<file path="src/rtl/i2c_reg_slave.sv">
// I2C target that turns bus write/read transactions into a register-file
// interface: a one-cycle write strobe plus an auto-incrementing register pointer.
module i2c_reg_slave #(
  parameter logic [6:0] I2C_ADDR    = 7'h70,
  parameter int         SYNC_STAGES = 2
) (
  input  logic       clk,
  input  logic       rst,
  input  logic       scl_in,
  input  logic       sda_in,
  output logic       sda_oe,
  output logic       wr_en,
  output logic [7:0] wr_addr,
  output logic [7:0] wr_data,
  output logic [7:0] rd_addr,
  input  logic [7:0] rd_data,
  output logic       busy
);

  typedef enum logic [3:0] {
    IDLE,
    ADDR,
    ADDR_ACK,
    SUB,
    SUB_ACK,
    WDATA,
    WDATA_ACK,
    RDATA,
    RDATA_ACK
  } state_t;

  // Pad synchronizers plus one previous-sample flop; all preset to the idle-bus level
  logic [SYNC_STAGES-1:0] scl_sync, sda_sync;
  logic                   scl_prev, sda_prev;
  logic                   scl_s, sda_s;

  always_ff @(posedge clk) begin
    if (rst) begin
      scl_sync <= '1;
      sda_sync <= '1;
      scl_prev <= 1'b1;
      sda_prev <= 1'b1;
    end else begin
      // NOTE: sequential state uses non-blocking assignments so every flop
      // samples the pre-edge value of its source, independent of statement order.
      scl_sync <= {scl_sync[SYNC_STAGES-2:0], scl_in};
      sda_sync <= {sda_sync[SYNC_STAGES-2:0], sda_in};
      scl_prev <= scl_s;
      sda_prev <= sda_s;
    end
  end

  assign scl_s = scl_sync[SYNC_STAGES-1];
  assign sda_s = sda_sync[SYNC_STAGES-1];

  logic scl_rise, scl_fall, start_cond, stop_cond;

  assign scl_rise   =  scl_s & ~scl_prev;
  assign scl_fall   = ~scl_s &  scl_prev;
  assign start_cond =  scl_s &  scl_prev &  sda_prev & ~sda_s;
  assign stop_cond  =  scl_s &  scl_prev & ~sda_prev &  sda_s;

  state_t     state, state_d;
  logic [2:0] bit_cnt, bit_cnt_d;
  logic [7:0] shift, shift_d;
  logic [7:0] ptr, ptr_d;
  logic [7:0] wr_addr_d, wr_data_d;
  logic [7:0] byte_in;
  logic       sda_oe_d, busy_d, wr_en_d;
  logic       rw, rw_d;
  // phase: in write-ACK states, 1 once ACK is driven; in RDATA_ACK, 1 once the controller bit is sampled
  logic       phase, phase_d;

  assign byte_in = {shift[6:0], sda_s};

  always_comb begin
    // NOTE: every variable gets a default before any branch, so no path
    // leaves one unassigned and no latch is inferred.
    state_d   = state;
    bit_cnt_d = bit_cnt;
    shift_d   = shift;
    ptr_d     = ptr;
    sda_oe_d  = sda_oe;
    busy_d    = busy;
    wr_en_d   = 1'b0;
    wr_addr_d = wr_addr;
    wr_data_d = wr_data;
    rw_d      = rw;
    phase_d   = phase;

    if (wr_en) ptr_d = ptr + 8'd1;

    if (start_cond) begin
      state_d   = ADDR;
      bit_cnt_d = 3'd0;
      sda_oe_d  = 1'b0;
      phase_d   = 1'b0;
    end else if (stop_cond) begin
      state_d   = IDLE;
      sda_oe_d  = 1'b0;
      busy_d    = 1'b0;
    end else begin
      unique case (state)
        ADDR: begin
          if (scl_rise) begin
            shift_d   = byte_in;
            bit_cnt_d = bit_cnt + 3'd1;
            if (bit_cnt == 3'd7) begin
              if (byte_in[7:1] == I2C_ADDR) begin
                state_d = ADDR_ACK;
                busy_d  = 1'b1;
                rw_d    = byte_in[0];
                phase_d = 1'b0;
              end else begin
                state_d = IDLE;
                busy_d  = 1'b0;
              end
            end
          end
        end

        ADDR_ACK, SUB_ACK, WDATA_ACK: begin
          if (scl_fall) begin
            if (!phase) begin
              sda_oe_d = 1'b1;
              phase_d  = 1'b1;
            end else begin
              sda_oe_d  = 1'b0;
              bit_cnt_d = 3'd0;
              if (state == ADDR_ACK && rw) begin
                // First read byte goes out on the same fall that ends the ACK
                shift_d  = rd_data;
                sda_oe_d = ~rd_data[7];
                state_d  = RDATA;
              end else if (state == ADDR_ACK) begin
                state_d = SUB;
              end else begin
                state_d = WDATA;
              end
            end
          end
        end

        SUB: begin
          if (scl_rise) begin
            shift_d   = byte_in;
            bit_cnt_d = bit_cnt + 3'd1;
            if (bit_cnt == 3'd7) begin
              ptr_d   = byte_in;
              state_d = SUB_ACK;
              phase_d = 1'b0;
            end
          end
        end

        WDATA: begin
          if (scl_rise) begin
            shift_d   = byte_in;
            bit_cnt_d = bit_cnt + 3'd1;
            if (bit_cnt == 3'd7) begin
              wr_en_d   = 1'b1;
              wr_addr_d = ptr;
              wr_data_d = byte_in;
              state_d   = WDATA_ACK;
              phase_d   = 1'b0;
            end
          end
        end

        RDATA: begin
          if (scl_fall) begin
            shift_d  = {shift[6:0], 1'b0};
            sda_oe_d = ~shift[6];
          end else if (scl_rise) begin
            bit_cnt_d = bit_cnt + 3'd1;
            if (bit_cnt == 3'd7) begin
              state_d = RDATA_ACK;
              phase_d = 1'b0;
            end
          end
        end

        RDATA_ACK: begin
          if (scl_fall) begin
            if (!phase) begin
              sda_oe_d = 1'b0;
            end else begin
              shift_d   = rd_data;
              sda_oe_d  = ~rd_data[7];
              bit_cnt_d = 3'd0;
              state_d   = RDATA;
            end
          end else if (scl_rise) begin
            if (!sda_s) begin
              ptr_d   = ptr + 8'd1;
              phase_d = 1'b1;
            end else begin
              // Controller NACK: stay addressed (busy) but ignore the bus until STOP/START
              sda_oe_d = 1'b0;
              state_d  = IDLE;
            end
          end
        end

        default: ;
      endcase
    end
  end

  always_ff @(posedge clk) begin
    if (rst) begin
      state   <= IDLE;
      bit_cnt <= 3'd0;
      shift   <= 8'd0;
      ptr     <= 8'd0;
      sda_oe  <= 1'b0;
      busy    <= 1'b0;
      wr_en   <= 1'b0;
      wr_addr <= 8'd0;
      wr_data <= 8'd0;
      rw      <= 1'b0;
      phase   <= 1'b0;
    end else begin
      state   <= state_d;
      bit_cnt <= bit_cnt_d;
      shift   <= shift_d;
      ptr     <= ptr_d;
      sda_oe  <= sda_oe_d;
      busy    <= busy_d;
      wr_en   <= wr_en_d;
      wr_addr <= wr_addr_d;
      wr_data <= wr_data_d;
      rw      <= rw_d;
      phase   <= phase_d;
    end
  end

  assign rd_addr = ptr;

endmodule

</file>
<file path="config.mk">
export PLATFORM = sky130hd
export DESIGN_NAME = i2c_reg_slave
export DESIGN_NICKNAME = d
export VERILOG_FILES = /design/src/rtl/i2c_reg_slave.sv
export SDC_FILE = /design/constraint.sdc
export NUM_CORES = 1
export LEC_CHECK = 0
export BUFFER_PORTS_ARGS = -buffer_cell sky130_fd_sc_hd__buf_2
export CORE_UTILIZATION = 37
export CTS_BUF_LIST = sky130_fd_sc_hd__clkbuf_16
export DETAILED_ROUTE_END_ITERATION = 8
export HOLD_SLACK_MARGIN = 0.1
export PLACE_DENSITY = 0.56
export SETUP_SLACK_MARGIN = 0.1
export SLEW_MARGIN = 20
export SYNTH_ARGS = -nofsm -noshare
export SYNTH_HDL_FRONTEND = slang
export SYNTH_SLANG_ARGS = --single-unit
export TNS_END_PERCENT = 5
</file>
<file path="constraint.sdc">
create_clock -name clk -period 3.3 [get_ports clk]
set_input_delay 0 -clock clk [delete_from_list [all_inputs] [get_ports clk]]
set_output_delay 0 -clock clk [all_outputs]
set_load 0.01 [all_outputs]
</file>
== Yosys cells after proc, flatten, opt, wreduce, memory -nomap -nowiden ==
Cells that the tools add are included.
Cells by class
  add/subtract/negate cells: 2
  eq/ne operators: 49
  mux-type cells: 69
  bitwise gates (word level): 17
  reductions and logical operators: 26
Operator list (count)
  $mux 8: 8
  $mux 4: 15
  $mux 7: 7
  $ne 4x4->1 const B: 11
  $ne 2x2->1 const B: 19
  $reduce_and 15->1: 2
  $pmux 7 s4: 1
  $mux 1: 26
  $pmux 4 s6: 1
  $reduce_and 10->1: 2
  $mux 3: 6
  $eq 4x3->1 const B: 4
  $pmux 8 s2: 1
  $ne 5x5->1 const B: 3
  $reduce_and 5->1: 3
  $not 1->1: 10
  $ne 3x3->1 const B: 3
  $pmux 3 s3: 1
  $reduce_or 3->1: 3
  $add 8x1->8 const B: 1
  $eq 4x2->1 const B: 2
  $reduce_bool 8->1: 1
  $and 1x1->1: 7
  $eq 7x7->1 const B: 1
  other kinds (19): 25
Storage, ports and cells
  register bits: 49
  bits of input ports: 12
  output and inout bits: 27
  logic and storage cells: 179

== Depth between registers and ports, before layout ==
  word-level depth: 8
  depth in mapped cells: 8
  depth with buffers taken out: 7

== Least setup slack after synthesis ==
No wires, ideal clock.
  path type: register to register
  from: register scl_sync[1]
  to: register state[0]
  arrival time: 1.754 ns
  data required time: 3.172 ns
  setup slack: 1.419 ns
  stages on the path, launching flop included: 8
  buffers on the path: 0
  period minus slack after synthesis: 1.881 ns
  cells stage by stage: dfxtp_1 -> inv_1 -> ha_1 -> o21ba_2 -> o22ai_1 -> nor4_2 -> mux2i_1 -> o21ai_1
On the way
  longest elaborated chain between the ends: 6
  elaborated cells between the ends (all ways): 28
Ends and longest elaborated chain
  start, declared: RTL line 33  | logic [SYNC_STAGES-1:0] scl_sync, sda_sync;
  start signal, assigned: RTL line 46  | scl_sync <= {scl_sync[SYNC_STAGES-2:0], scl_in};
  parallel branches: the longest is 6 deep, another holds $reduce_and 15->1
  end signal, assigned: RTL line 224  | state <= state_d;
  end, declared: RTL line 63  | state_t state, state_d;
Parallel ways; which one is timed is not known.
A chain may end at the register's enable or synchronous reset.

== Worst setup path in the final report ==
  from: register state[3]
  to: register shift[1]
On the way
  longest elaborated chain between the ends: 4
  elaborated cells between the ends (all ways): 21
Ends and longest elaborated chain
  $eq 4x2->1 (tied with other cells): RTL line 103, 130
  $reduce_or 3->1 (tied with other cells): RTL line 103  | unique case (state)
  $ne 2x2->1 (no source line) (tied with other cells)
  $reduce_and 10->1 (no source line)
  end signal, assigned: RTL line 226  | shift <= shift_d;
  end, declared: RTL line 65  | logic [7:0] shift, shift_d;
Parallel ways exist; a longest one is shown, timed or not.

==> out/qor.txt <==
Clock network power share: 30.3%
Cells taking the most area after synthesis: sky130_fd_sc_hd__dfxtp_1 33%, sky130_fd_sc_hd__mux2i_1 8.2%, sky130_fd_sc_hd__nor2_1 4.5%, sky130_fd_sc_hd__nand2_1 4.1%, sky130_fd_sc_hd__a21oi_1 3.8%
Final setup violation count: 0
TritonCTS clock tree: built
Antenna violations before repair: 0
Clock Latency Late Sink: 0.29 ns
Max Buffers Root-to-Sink: 2
Final hold slack: 0.0989 ns
Effective utilization at floorplan: 38.1%
Routed wire length per instance: 16.4 µm
Full die area: 8280 µm²
Normalized max-slew margin: 35.3%
Cell at the root of the clock tree: sky130_fd_sc_hd__clkbuf_16
PwrDens: 560 nW/µm²
CP Class: reg -> reg
Total number of H-tree levels: 2
Post-DR vias/cell: 5.65
Crit-path max cell delay: 0.55 ns
Total number of yosys warnings: 0
Xor-xnor portion of the synthesized cell area: 3.88%
Layout cells sized above 1: 16.9%
Pin count of the biggest net entering global routing: 47
Grt ovf: 0
Crit path DAT: 2.59 ns
Fraction of the yosys area taken by sequential cells: 33.5%
Area post-placement: 3140 µm²
Top cells by instance count after synthesis: 49 x sky130_fd_sc_hd__dfxtp_1, 35 x sky130_fd_sc_hd__nor2_1, 32 x sky130_fd_sc_hd__nand2_1
Post-Synthesis Cell Area: 2930 µm²
Max Clk Rate: 0.407 GHz
Synthesized-area fraction occupied by adder cells: 2.90%
Type of element launching the critical path: flop
Post-Syn Nets: 363
Number of remaining DRC errors: 0
Global placement routability congestion: 0.856
Primary FF master, synth: sky130_fd_sc_hd__dfxtp_1
Worst hold path depth: 4
Area of the core: 7690 µm²
Nets: 396
Synthesized-area fraction occupied by ao, oa, aoi and oai cells: 22.4%
Vias in the first global route: 2489
Number of buffers inserted during clock tree synthesis: 5
Combinational family with the most area after synthesis: simple AND/OR/NAND/NOR gates
Tightest Hold Check Type: in -> reg
Shortest clock period the worst path allows after layout: 2.46 ns
Top cell type by total area after synthesis: sky130_fd_sc_hd__dfxtp_1
DR iter-0 viols: 221
CP Data Required Time: 3.44 ns
Comb power frac: 27.8%
Synth Area in Simple Gates: 23.6%
Number of cells on the worst reg-to-reg path: 6
Part of the power in registers: 42.0%
All-Layer GR Usage: 19.6%
Post-synth top area share: 33.5%
Syn_area_per_cell: 8.50 µm²
Gate Count Post-Synth: 345
Leakage power: 1.28 nW
Max-slew violation count: 0
Clock Pin Slew Worst Setup and Hold Paths: 0.07 ns
Internal power: 0.00123 W
Wirelength, routed: 7890 µm
Ordered list of cells on the worst path: buf_4 > nor4b_4 > nand3_1 > a22oi_4 > and2_1 > a311oi_1
HPWL after detailed placement: 5390 µm
Net switching power: 0.000665 W
Total number of vias: 2712
Highest-delay cell along the critical path: sky130_fd_sc_hd__dfxtp_1
Number of ports placed on the die boundary: 39
RSZ-0062 raised after global routing: no
Clock sink count: 49
Number of failing hold endpoints at the final stage: 0
Layout Cell Area excl Fill: 3390 µm²
Status: finished, final reports clean
Tcrit/Tclk final: 74.4%
Post-Route Utilization: 44.1%
Max-cap violations: 0
Actual transition at the worst max-transition pin: 0.969 ns
Critical path fanouts, max: 12
Netlist cell types: 63
Chip Width: 91.0 µm
Post-synthesis mux area share: 8.58%
Detail Route Antenna Nets: 0
Setup total negative slack: 0 ns
Number of detailed-routing iterations run before antenna repair: 4
Row count: 32
Post-synthesis async set-or-reset flop share: 0%
Final Skew: 0.00524 ns
Number of flops mapped to enable cells by yosys: 0
Net Sw Frac: 35.0%
Number of flip-flops and latches in the synthesized netlist: 49
Global-route wire length before repair: 13000 µm
Quantity of I/O buffers inserted on ports: 38
Layout Area Growth over Synthesis: 15.7%
Number of antenna repair diodes: 0
Crit. End Element: flop
Most instantiated library cell after synthesis: sky130_fd_sc_hd__dfxtp_1
Peak VDD IR: 0.252 mV
Y dimension of the die: 91.0 µm
==> flip-flops by register name, indices dropped and copies added (netlist names) <==
signal    flops
rd_addr       8
wr_addr       8
wr_data       8
shift         7
state         4
bit_cnt       3
scl_sync      2
sda_sync      2
busy          1
phase         1
rw            1
scl_prev      1
sda_oe        1
sda_prev      1
wr_en         1
==> final timing paths <==
| kind | startpoint | endpoint | slack, ns |
|---|---|---|---|
| max reg2reg | state[3] | shift[1] | 0.84 |
| min | rd_data[7] | sda_oe | 0.1 |
| min reg2reg | sda_sync[0] | sda_sync[1] | 0.41 |
| max | state[3] | shift[1] | 0.84 |
==> cell usage in the layout, fill, tap and decap left out, types with 5 or more instances in the layout <==
master                          Yosys  layout
sky130_fd_sc_hd__ha_1               6       6
sky130_fd_sc_hd__dfxtp_1           49      49
sky130_fd_sc_hd__dlygate4sd3_1      0       9
sky130_fd_sc_hd__and3_1             6       6
sky130_fd_sc_hd__o21ai_0           11      11
sky130_fd_sc_hd__nor2b_1            5       5
sky130_fd_sc_hd__mux2i_1           24      24
sky130_fd_sc_hd__nand2_1           32      32
sky130_fd_sc_hd__clkbuf_16          0       5
sky130_fd_sc_hd__a211oi_1           9       9
sky130_fd_sc_hd__buf_2              8      38
sky130_fd_sc_hd__a21o_1             7       7
sky130_fd_sc_hd__nor2_1            35      35
sky130_fd_sc_hd__a311oi_1           8       8
sky130_fd_sc_hd__or2_2              7       7
sky130_fd_sc_hd__xnor2_1            9       9
sky130_fd_sc_hd__nand3_1           10      10
sky130_fd_sc_hd__a21oi_1           22      22
==> what timing repair did <==
| action | 4_1_cts | 5_1_grt |
|---|---|---|
| hold buffers | 9 | 0 |
| endpoints found under the hold margin | 9 | 0 |
| resized for setup | 0 | 0 |
| buffers inserted | 0 | 0 |
==> area by class of cell <==
class                           instances  area [µm²]
Inverter                                5        18.8
Sequential cell                        49         981
Clock inverter                          2        35.0
Multi-Input combinational cell        267        1800
Timing Repair Buffer                   50         303
Fill cell                             805        4300
Tap cell                              102         128
Clock buffer                            5         125
==> stage by stage <==
stage          setup slack, ns  std cells  power, W
4_1_cts                  0.888        480   0.00190
2_1_floorplan             1.42        345   0.00121
5_1_grt                  0.613        480   0.00201
3_5_place_dp             0.905        464   0.00132
3_3_place_gp             0.926        464   0.00132
6_report                 0.844        480   0.00190
==> per-layer routing <==
layer / wire length [µm] / track usage (%) / vias up
met1: 3800 / 27.4 / 1289
met4: 109 / 4.76 / 0
li1: - / - / 1326
met2: 3610 / 31.8 / 85
met3: 373 / 2.76 / 12
met5: 0 / 0 / -
==> power groups by stage <==
stage	Combinational [W]	Sequential (W)	Clock, W
2_1_floorplan	0.000505	0.000702	0
3_3_place_gp	0.000514	0.000806	0
3_5_place_dp	0.000513	0.000805	0
4_1_cts	0.000523	0.000792	0.000589
5_1_grt	0.000587	0.000807	0.000611
6_report	0.000528	0.000797	0.000575
==> logic make-up (layout without fill, tap and decap cells) <==
family / Yosys count / after routing
muxes: 25 / 25
adders and majority gates: 7 / 7
buffers and inverters: 29 / 62
DFF: 49 / 49
AOI/OAI and AO/OA: 92 / 92
and+or+nand+nor: 130 / 130
xor gates and xnor gates: 13 / 13
==> worst max-delay path: cells and delay by family (launching register included) <==
family | cells | cell delay [ns]
and+or+nand+nor | 3 | 1.02
DFF | 1 | 0.55
AOI/OAI and AO/OA | 2 | 0.47
buffers and inverters | 1 | 0.25
Note: power is estimated with default switching activity, not from simulation.
